**src/rtl/pico_axi_read_arbiter.sv**
```systemverilog
// pico_axi_read_arbiter
// Shares one AXI4 read master port among NUM_PORTS requesters. AR requests are
// granted round-robin into a single registered AR stage, and the port index is
// prepended to the ID. R beats are routed back by those ID bits with no storage.
// A per-port outstanding-burst counter keeps any one requester from filling
// the shared return path.
module pico_axi_read_arbiter #(
  parameter int NUM_PORTS        = 4,
  parameter int C_AXI_ID_WIDTH   = 8,
  parameter int C_AXI_ADDR_WIDTH = 32,
  parameter int C_AXI_DATA_WIDTH = 128,
  parameter int MAX_OUTSTANDING  = 8,
  localparam int PORT_BITS       = $clog2(NUM_PORTS),
  localparam int M_ID_WIDTH      = C_AXI_ID_WIDTH + PORT_BITS
) (
  input  logic                                   aclk,
  input  logic                                   aresetn,
  // requester-side AR channels, packed per port
  input  logic [NUM_PORTS*C_AXI_ID_WIDTH-1:0]    s_axi_arid,
  input  logic [NUM_PORTS*C_AXI_ADDR_WIDTH-1:0]  s_axi_araddr,
  input  logic [NUM_PORTS*8-1:0]                 s_axi_arlen,
  input  logic [NUM_PORTS-1:0]                   s_axi_arvalid,
  output logic [NUM_PORTS-1:0]                   s_axi_arready,
  // requester-side R channel (payload shared, valid/ready per port)
  output logic [C_AXI_ID_WIDTH-1:0]              s_axi_rid,
  output logic [C_AXI_DATA_WIDTH-1:0]            s_axi_rdata,
  output logic [1:0]                             s_axi_rresp,
  output logic                                   s_axi_rlast,
  output logic [NUM_PORTS-1:0]                   s_axi_rvalid,
  input  logic [NUM_PORTS-1:0]                   s_axi_rready,
  // master-side AR channel
  output logic [M_ID_WIDTH-1:0]                  m_axi_arid,
  output logic [C_AXI_ADDR_WIDTH-1:0]            m_axi_araddr,
  output logic [7:0]                             m_axi_arlen,
  output logic                                   m_axi_arvalid,
  input  logic                                   m_axi_arready,
  // master-side R channel
  input  logic [M_ID_WIDTH-1:0]                  m_axi_rid,
  input  logic [C_AXI_DATA_WIDTH-1:0]            m_axi_rdata,
  input  logic [1:0]                             m_axi_rresp,
  input  logic                                   m_axi_rlast,
  input  logic                                   m_axi_rvalid,
  output logic                                   m_axi_rready,
  output logic                                   outstanding_any
);

  // Wide enough for MAX_OUTSTANDING up to 15.
  localparam int CNT_W = 4;

  logic [NUM_PORTS-1:0]        eligible;
  logic [NUM_PORTS-1:0]        cnt_nonzero;
  logic [PORT_BITS-1:0]        rr_ptr_reg;
  logic [PORT_BITS-1:0]        grant;
  logic [PORT_BITS-1:0]        scan_idx;
  logic                        grant_valid;
  logic                        ar_load_ok;
  logic [PORT_BITS-1:0]        r_sel;

  logic [M_ID_WIDTH-1:0]       arid_reg;
  logic [C_AXI_ADDR_WIDTH-1:0] araddr_reg;
  logic [7:0]                  arlen_reg;
  logic                        arvalid_reg;

  // The AR stage can take a new request when empty or when its current one
  // is being accepted this cycle.
  assign ar_load_ok = !arvalid_reg || m_axi_arready;

  // Return-path routing uses the port bits prepended to the ID.
  assign r_sel        = m_axi_rid[M_ID_WIDTH-1 -: PORT_BITS];
  assign m_axi_rready = s_axi_rready[r_sel];
  assign s_axi_rid    = m_axi_rid[C_AXI_ID_WIDTH-1:0];
  assign s_axi_rdata  = m_axi_rdata;
  assign s_axi_rresp  = m_axi_rresp;
  assign s_axi_rlast  = m_axi_rlast;

  assign m_axi_arid      = arid_reg;
  assign m_axi_araddr    = araddr_reg;
  assign m_axi_arlen     = arlen_reg;
  assign m_axi_arvalid   = arvalid_reg;
  assign outstanding_any = |cnt_nonzero;

  // Round-robin scan from rr_ptr upward; scanning offsets high-to-low lets the
  // smallest offset win, and the index wraps naturally since NUM_PORTS is 2^n.
  always_comb begin
    grant       = '0;
    grant_valid = 1'b0;
    scan_idx    = '0;
    for (int i = NUM_PORTS - 1; i >= 0; i--) begin
      scan_idx = rr_ptr_reg + PORT_BITS'(i);
      if (eligible[scan_idx]) begin
        grant       = scan_idx;
        grant_valid = 1'b1;
      end
    end
  end

  genvar gi;
  generate
    for (gi = 0; gi < NUM_PORTS; gi++) begin : g_port
      logic [CNT_W-1:0] cnt_reg;
      logic             ar_hs;
      logic             r_last_hs;

      assign eligible[gi]    = s_axi_arvalid[gi] && (cnt_reg < CNT_W'(MAX_OUTSTANDING));
      // Ready is held low while reset is asserted so no handshake is implied.
      assign s_axi_arready[gi] = aresetn && ar_load_ok && grant_valid &&
                                 (grant == PORT_BITS'(gi));
      assign ar_hs           = s_axi_arready[gi];
      assign s_axi_rvalid[gi] = m_axi_rvalid && (r_sel == PORT_BITS'(gi));
      assign r_last_hs       = s_axi_rvalid[gi] && m_axi_rready && m_axi_rlast;
      assign cnt_nonzero[gi] = (cnt_reg != '0);

      // Outstanding-burst counter: +1 on AR accept, -1 on rlast, saturating at 0.
      always_ff @(posedge aclk or negedge aresetn) begin
        if (!aresetn) begin
          cnt_reg <= '0;
        end else if (ar_hs && !r_last_hs) begin
          cnt_reg <= cnt_reg + CNT_W'(1);
        end else if (!ar_hs && r_last_hs && (cnt_reg != '0)) begin
          cnt_reg <= cnt_reg - CNT_W'(1);
        end
      end
    end
  endgenerate

  // Registered AR stage and round-robin pointer; contents hold while stalled.
  always_ff @(posedge aclk or negedge aresetn) begin
    if (!aresetn) begin
      arvalid_reg <= 1'b0;
      arid_reg    <= '0;
      araddr_reg  <= '0;
      arlen_reg   <= '0;
      rr_ptr_reg  <= '0;
    end else if (ar_load_ok) begin
      if (grant_valid) begin
        arvalid_reg <= 1'b1;
        arid_reg    <= {grant, s_axi_arid[grant*C_AXI_ID_WIDTH +: C_AXI_ID_WIDTH]};
        araddr_reg  <= s_axi_araddr[grant*C_AXI_ADDR_WIDTH +: C_AXI_ADDR_WIDTH];
        arlen_reg   <= s_axi_arlen[grant*8 +: 8];
        rr_ptr_reg  <= grant + PORT_BITS'(1);
      end else begin
        arvalid_reg <= 1'b0;
      end
    end
  end

endmodule

```
**config.mk**
```make
export PLATFORM = sky130hd
export DESIGN_NAME = pico_axi_read_arbiter
export DESIGN_NICKNAME = d
export VERILOG_FILES = /design/src/rtl/pico_axi_read_arbiter.sv
export SDC_FILE = /design/constraint.sdc
export NUM_CORES = 1
export LEC_CHECK = 0
export CAP_MARGIN = 20
export CORE_AREA = 2 2 210 212
export CTS_CLUSTER_DIAMETER = 50
export DETAILED_ROUTE_END_ITERATION = 7
export DIE_AREA = 0 0 212 214
export PLACE_DENSITY_LB_ADDON = 0.08
export SLEW_MARGIN = 5
export SYNTH_ARGS = -nofsm -noshare
export SYNTH_HDL_FRONTEND = slang
export SYNTH_SLANG_ARGS = --single-unit
```
**constraint.sdc**
```tcl
create_clock -name aclk -period 6.52 [get_ports aclk]
set_input_delay 1.304 -clock aclk [delete_from_list [all_inputs] [get_ports aclk]]
set_output_delay 1.304 -clock aclk [all_outputs]
set_load 0.03 [all_outputs]
```
### Word level (Yosys, flattened, before mapping)

Index checks and enable logic that the tools add are counted.

* output and inout bits: 200
* logic and storage cells: 122
* register bits after elaboration: 69

* muxes and demuxes: 27
* reductions and logical operators: 56
* add/subtract/negate cells: 12
* eq/ne operators: 6
* shift-type cells: 3
* magnitude comparators: 9

Operator list (number)
* 128-bit by 8-bit variable part select with 32-bit output: 1
* 32-bit by 6-bit variable part select with 8-bit output: 2
* 1-bit logical AND: 34
* 4-bit two-way mux: 8
* 4-bit by 1-bit adder with 4-bit output (second input constant): 4
* 4-bit < comparator (second input constant): 4
* 4-bit nonzero test: 4
* 4-bit by 1-bit subtractor with 4-bit output (second input constant): 4
* 2-bit by 3-bit < comparator with 1-bit output (second input constant): 5
* 1-bit binary-select mux with 2-bit select: 5
* 1-bit two-way mux: 10
* 1-bit zero test: 9
* 2-bit equality test (second input constant): 4
* 2-bit two-way mux: 4
* 2-bit nonzero test: 4
* 2-bit by 1-bit adder with 2-bit output (second input constant): 2
* 2-bit adder (second input constant): 2
* 2-bit by 1-bit equality test with 1-bit output (second input constant): 2
* 2-bit zero test: 2
* 4-bit OR reduction: 1
* 2-bit AND reduction: 1
* 1-bit logical OR: 1

### Longest topological paths before layout

* word-level depth: 15
* depth in mapped cells: 12

### Worst setup path after synthesis

OpenSTA, ideal clock, no wires.

* path type: input to output
* start point: in m_axi_arready
* end point: out s_axi_arready[1]
* path slack: 2.939 ns
* data required time: 5.216 ns
* data arrival time: 2.277 ns
* cell stages on the path: 4
* cell sequence: nand2b_1 nand2_1 a2111oi_4 buf_4

* word-level cells in the longest chain between the ends: 4

RTL lines
* start: declaration: line 36 `input logic m_axi_arready,`
* 1-bit logical OR: line 66 `assign ar_load_ok = !arvalid_reg || m_axi_arready;`
* 1-bit logical AND (3 in a row): line 106 `assign s_axi_arready[gi] = aresetn && ar_load_ok && grant_valid &&`
* end: declaration: line 23 `output logic [NUM_PORTS-1:0] s_axi_arready,`

No other way between the ends.

### Final worst setup path

* start point: in s_axi_arvalid[2]
* end point: out s_axi_arready[2]

* word-level cells in the longest chain between the ends: 9
* elaborated cells between the ends (all ways): 20
* classes of those cells: eq/ne: 1; mux: 16; reduce/logical: 3

RTL lines
* start: declaration: line 22 `input logic [NUM_PORTS-1:0] s_axi_arvalid,`
* 1-bit logical AND (*): line 104 `assign eligible[gi] = s_axi_arvalid[gi] && (cnt_reg < CNT_W'(MAX_OUTSTANDING));`
* 1-bit binary-select mux with 2-bit select: line 90 `if (eligible[scan_idx]) begin`
* 1-bit two-way mux (implied by the code): line 90
* 2-bit two-way mux or 1-bit two-way mux (tied branches) (4 in a row): line 90
* 2-bit equality test or 1-bit logical AND (tied branches): line 107, 106
* 1-bit logical AND (*): line 106

Mark *: on every way between the ends. The rest lies on a longest branch, timed or not. The select of a mux whose other input is x is not followed.

==> results.yml <==
timing:
  post-route-period-util_pct: 74.3
  worstMarginPinSlew_ns: 1.01
  period_minus_slack_ns: 4.84
  setup_viol: 0
  hold_slack_ns: 0.477
  clock.fmax_ghz: 0.206
  slew_viol_final: 0
  maxSlewHeadroom_pct: 32.8
  finalHoldViolCount: 0
  rsz0062_at_grt: "no"
  setup_tns_ns: 0
  fin_ws_ns: 1.68
  clock_skew_ns: 0.00936
synth:
  synth_top_area_share_pct: 28.8
  syn_avg_cell_area_um2: 8.82
  synthCells: 680
  syn_nets: 1037
  ys_types: 53
  synth_area_mm2: 0.00600
  synth_largest_area_cell: "dfrtp_1"
  synth_seq_area_share_pct: 28.8
  synth_seq_cells: 69
  async_reset_ff_share_pct: 100
  synthTopCellsByArea: "dfrtp_1, buf_4, a221oi_1"
  synth_ff_type: "dfrtp_1"
  synth_edf_count: 0
  yosysWarnings: 0
die:
  die_x_um: 212
  core.rowCount: 76
  die-height_um: 214
  fp.coreArea_mm2: 0.0429
  ios: 545
  initial_utilization_pct: 14.0
  dieArea_mm2: 0.0454
drt:
  vias_per_cell: 3.93
  via_count: 5414
  drtPass1Iterations: 4
  wirelength_um: 30200
  ant_nets: 0
  drtIter0Drc: 232
  drc: 0
  wire_per_inst_um: 21.9
worst_setup_path:
  slowest_stage: "clkdlybuf4s50_1"
  critical_path_class: "in -> out"
  rr_worst_depth: 11
  arrival_ns: 3.54
  worstSetupEndpointType: "primary output"
  crit_path_max_fanout: 9
  required_ns: 5.22
  crit_path_frequent_cell: "clkdlybuf4s50_1"
  crit_chain: "clkdlybuf4s50_1 -> nand2b_1 -> nor2_1 -> a22oi_2 -> nor2_2 -> clkdlybuf4s50_1"
  critPathLaunchType: "input pin"
  cpPeakStageDelay_ns: 0.75
power_and_ir_drop:
  p_per_area_mw_per_mm2: 396
  power_w: 0.00341
  power_leakage_nw: 3.26
  vdd_ir_drop_max_mv: 0.150
clock_tree:
  clk_path_buf_depth: 2
  root_buffer: "clkbuf_16"
  clk_pin_slew_worst_paths_ns: 0.07
  cts_setup_buffers: 0
  postCtsHoldBufs: 0
  cts_tree: "done"
  cts.repair.resized: 0
  cts_made_buffers: 9
  insertion_delay_ns: 0.36
  cts_max_level: 3
  cts.sinks: 69
final_layout:
  largest_reg_flops: 32
  syn_to_final_growth_pct: 43.4
  fillers: 4790
  fin_util_pct: 20.1
  drive_gt1_share_pct: 8.49
  fin_nets: 1141
global_routing:
  globalRouteTotalUtil_pct: 13.1
  grt_max_degree: 61
  overflow: 0
  antenna_found_initial: 2
  first_global_vias: 5712
  grt_first_pass_wirelength_um: 42300
hold_path:
  holdPathStages: 2
  hp-class: "reg -> reg"
placement:
  port_buffers: 268
  place_ws_ns: 1.63
  hpwlAfterDp_um: 23000
  gp_congestion: 0.693
outcome:
  status: "complete, no violations"
job:
  cap_viol_max_count: 0
metal layers:
metal	GRT usage, %	vias up	wire (um)
li1	-	2524	-
met1	13.9	2579	11300
met2	23.8	257	15700
met3	4.62	54	2420
met4	4.58	0	677
met5	0	-	0
critical path: cells and delay by family:
kind,cells,cell delay (ns)
AO/OA/AOI/OAI,1,0.17
AND/OR/NAND/NOR,3,0.83
buffers and inverters,2,1.23
path summary, 6_finish.rpt:
path	start	end	slack (ns)
worst max-delay path	s_axi_arvalid[2]	s_axi_arready[2]	1.68
worst min-delay path	m_axi_arid[8]	m_axi_arid[8]	0.48
worst max register to register	rr_ptr_reg[1]	g_port[3].cnt_reg[3]	3.50
worst min register to register	m_axi_arid[8]	m_axi_arid[8]	0.48
max in group asynchronous	aresetn	g_port[3].cnt_reg[1]	4.45
min in group asynchronous	aresetn	m_axi_araddr[23]	1.06
synth_stat cells, types with 2 or more instances:
cell type / instances
mux2_2: 23
nand2b_1: 7
mux2i_1: 3
o21ai_0: 6
nor2b_1: 8
mux2_4: 3
and2_1: 2
buf_4: 148
or4_1: 2
a221oi_1: 47
nand2_1: 59
clkbuf_1: 26
xor2_1: 7
a22o_1: 4
and3_1: 49
nor2_1: 57
a31oi_1: 49
nand3b_1: 2
mux2_1: 28
a21oi_1: 10
a21o_1: 9
xnor2_1: 3
nand4_1: 2
nand2b_2: 2
nand3_1: 5
buf_2: 10
fa_1: 4
ha_1: 8
dfrtp_1: 69
nor4_1: 5
kinds of logic after synthesis:
logic type | synth area share [%]
simple gates | 17.4
buf+inv | 21.1
compound gates | 17.1
flops | 28.8
mux | 11.2
fa+ha+maj | 3.00
xor+xnor | 1.46
cells in the final DEF (no fill, tap or decap), types with 3 or more instances in the layout:
master / count
nor2_1: 55
clkdlybuf4s50_1: 267
buf_4: 9
fa_1: 4
a221oi_1: 47
dfrtp_1: 69
mux2i_1: 3
a21o_1: 9
mux2_1: 28
xor2_1: 7
a21oi_1: 10
a31oi_1: 49
nor4_1: 5
nand2b_1: 7
mux2_2: 23
nor2b_1: 8
nand3_1: 5
o21ai_0: 6
mux2_4: 3
ha_1: 8
xnor2_1: 3
nand2_1: 59
and3_1: 49
clkbuf_16: 9
a22o_1: 4
area by class of cell:
| type | instances | area [um^2] | share of cell area (%) |
|---|---|---|---|
| Multi-Input combinational cell | 425 | 3060 | 35.6 |
| Timing Repair Buffer | 278 | 2780 | 32.3 |
| Sequential cell | 69 | 1730 | 20.1 |
| Tap cell | 585 | 732 | 8.51 |
| Clock buffer | 12 | 246 | 2.87 |
| Clock inverter | 4 | 47.5 | 0.553 |
| Antenna cell | 2 | 5.00 | 0.0582 |
| Inverter | 1 | 3.75 | 0.0436 |
power breakdown:
group | total, W | switching, W | internal [W] | leakage [nW]
clock | 0.000528 | 0.000222 | 0.000306 | 0.143
sequential | 0.000817 | 0.000172 | 0.000645 | 0.786
combinational | 0.00206 | 0.00119 | 0.000872 | 2.34
total | 0.00341 | 0.00159 | 0.00182 | 3.26
per-stage QoR:
stage,cells,cell area [um^2]
2_1_floorplan,680,6000
5_1_grt,1375,8600
3_3_place_gp,1357,8300
3_5_place_dp,1358,8300
4_1_cts,1374,8600
6_report,1376,8600
Power figures use the tool's default switching activity.
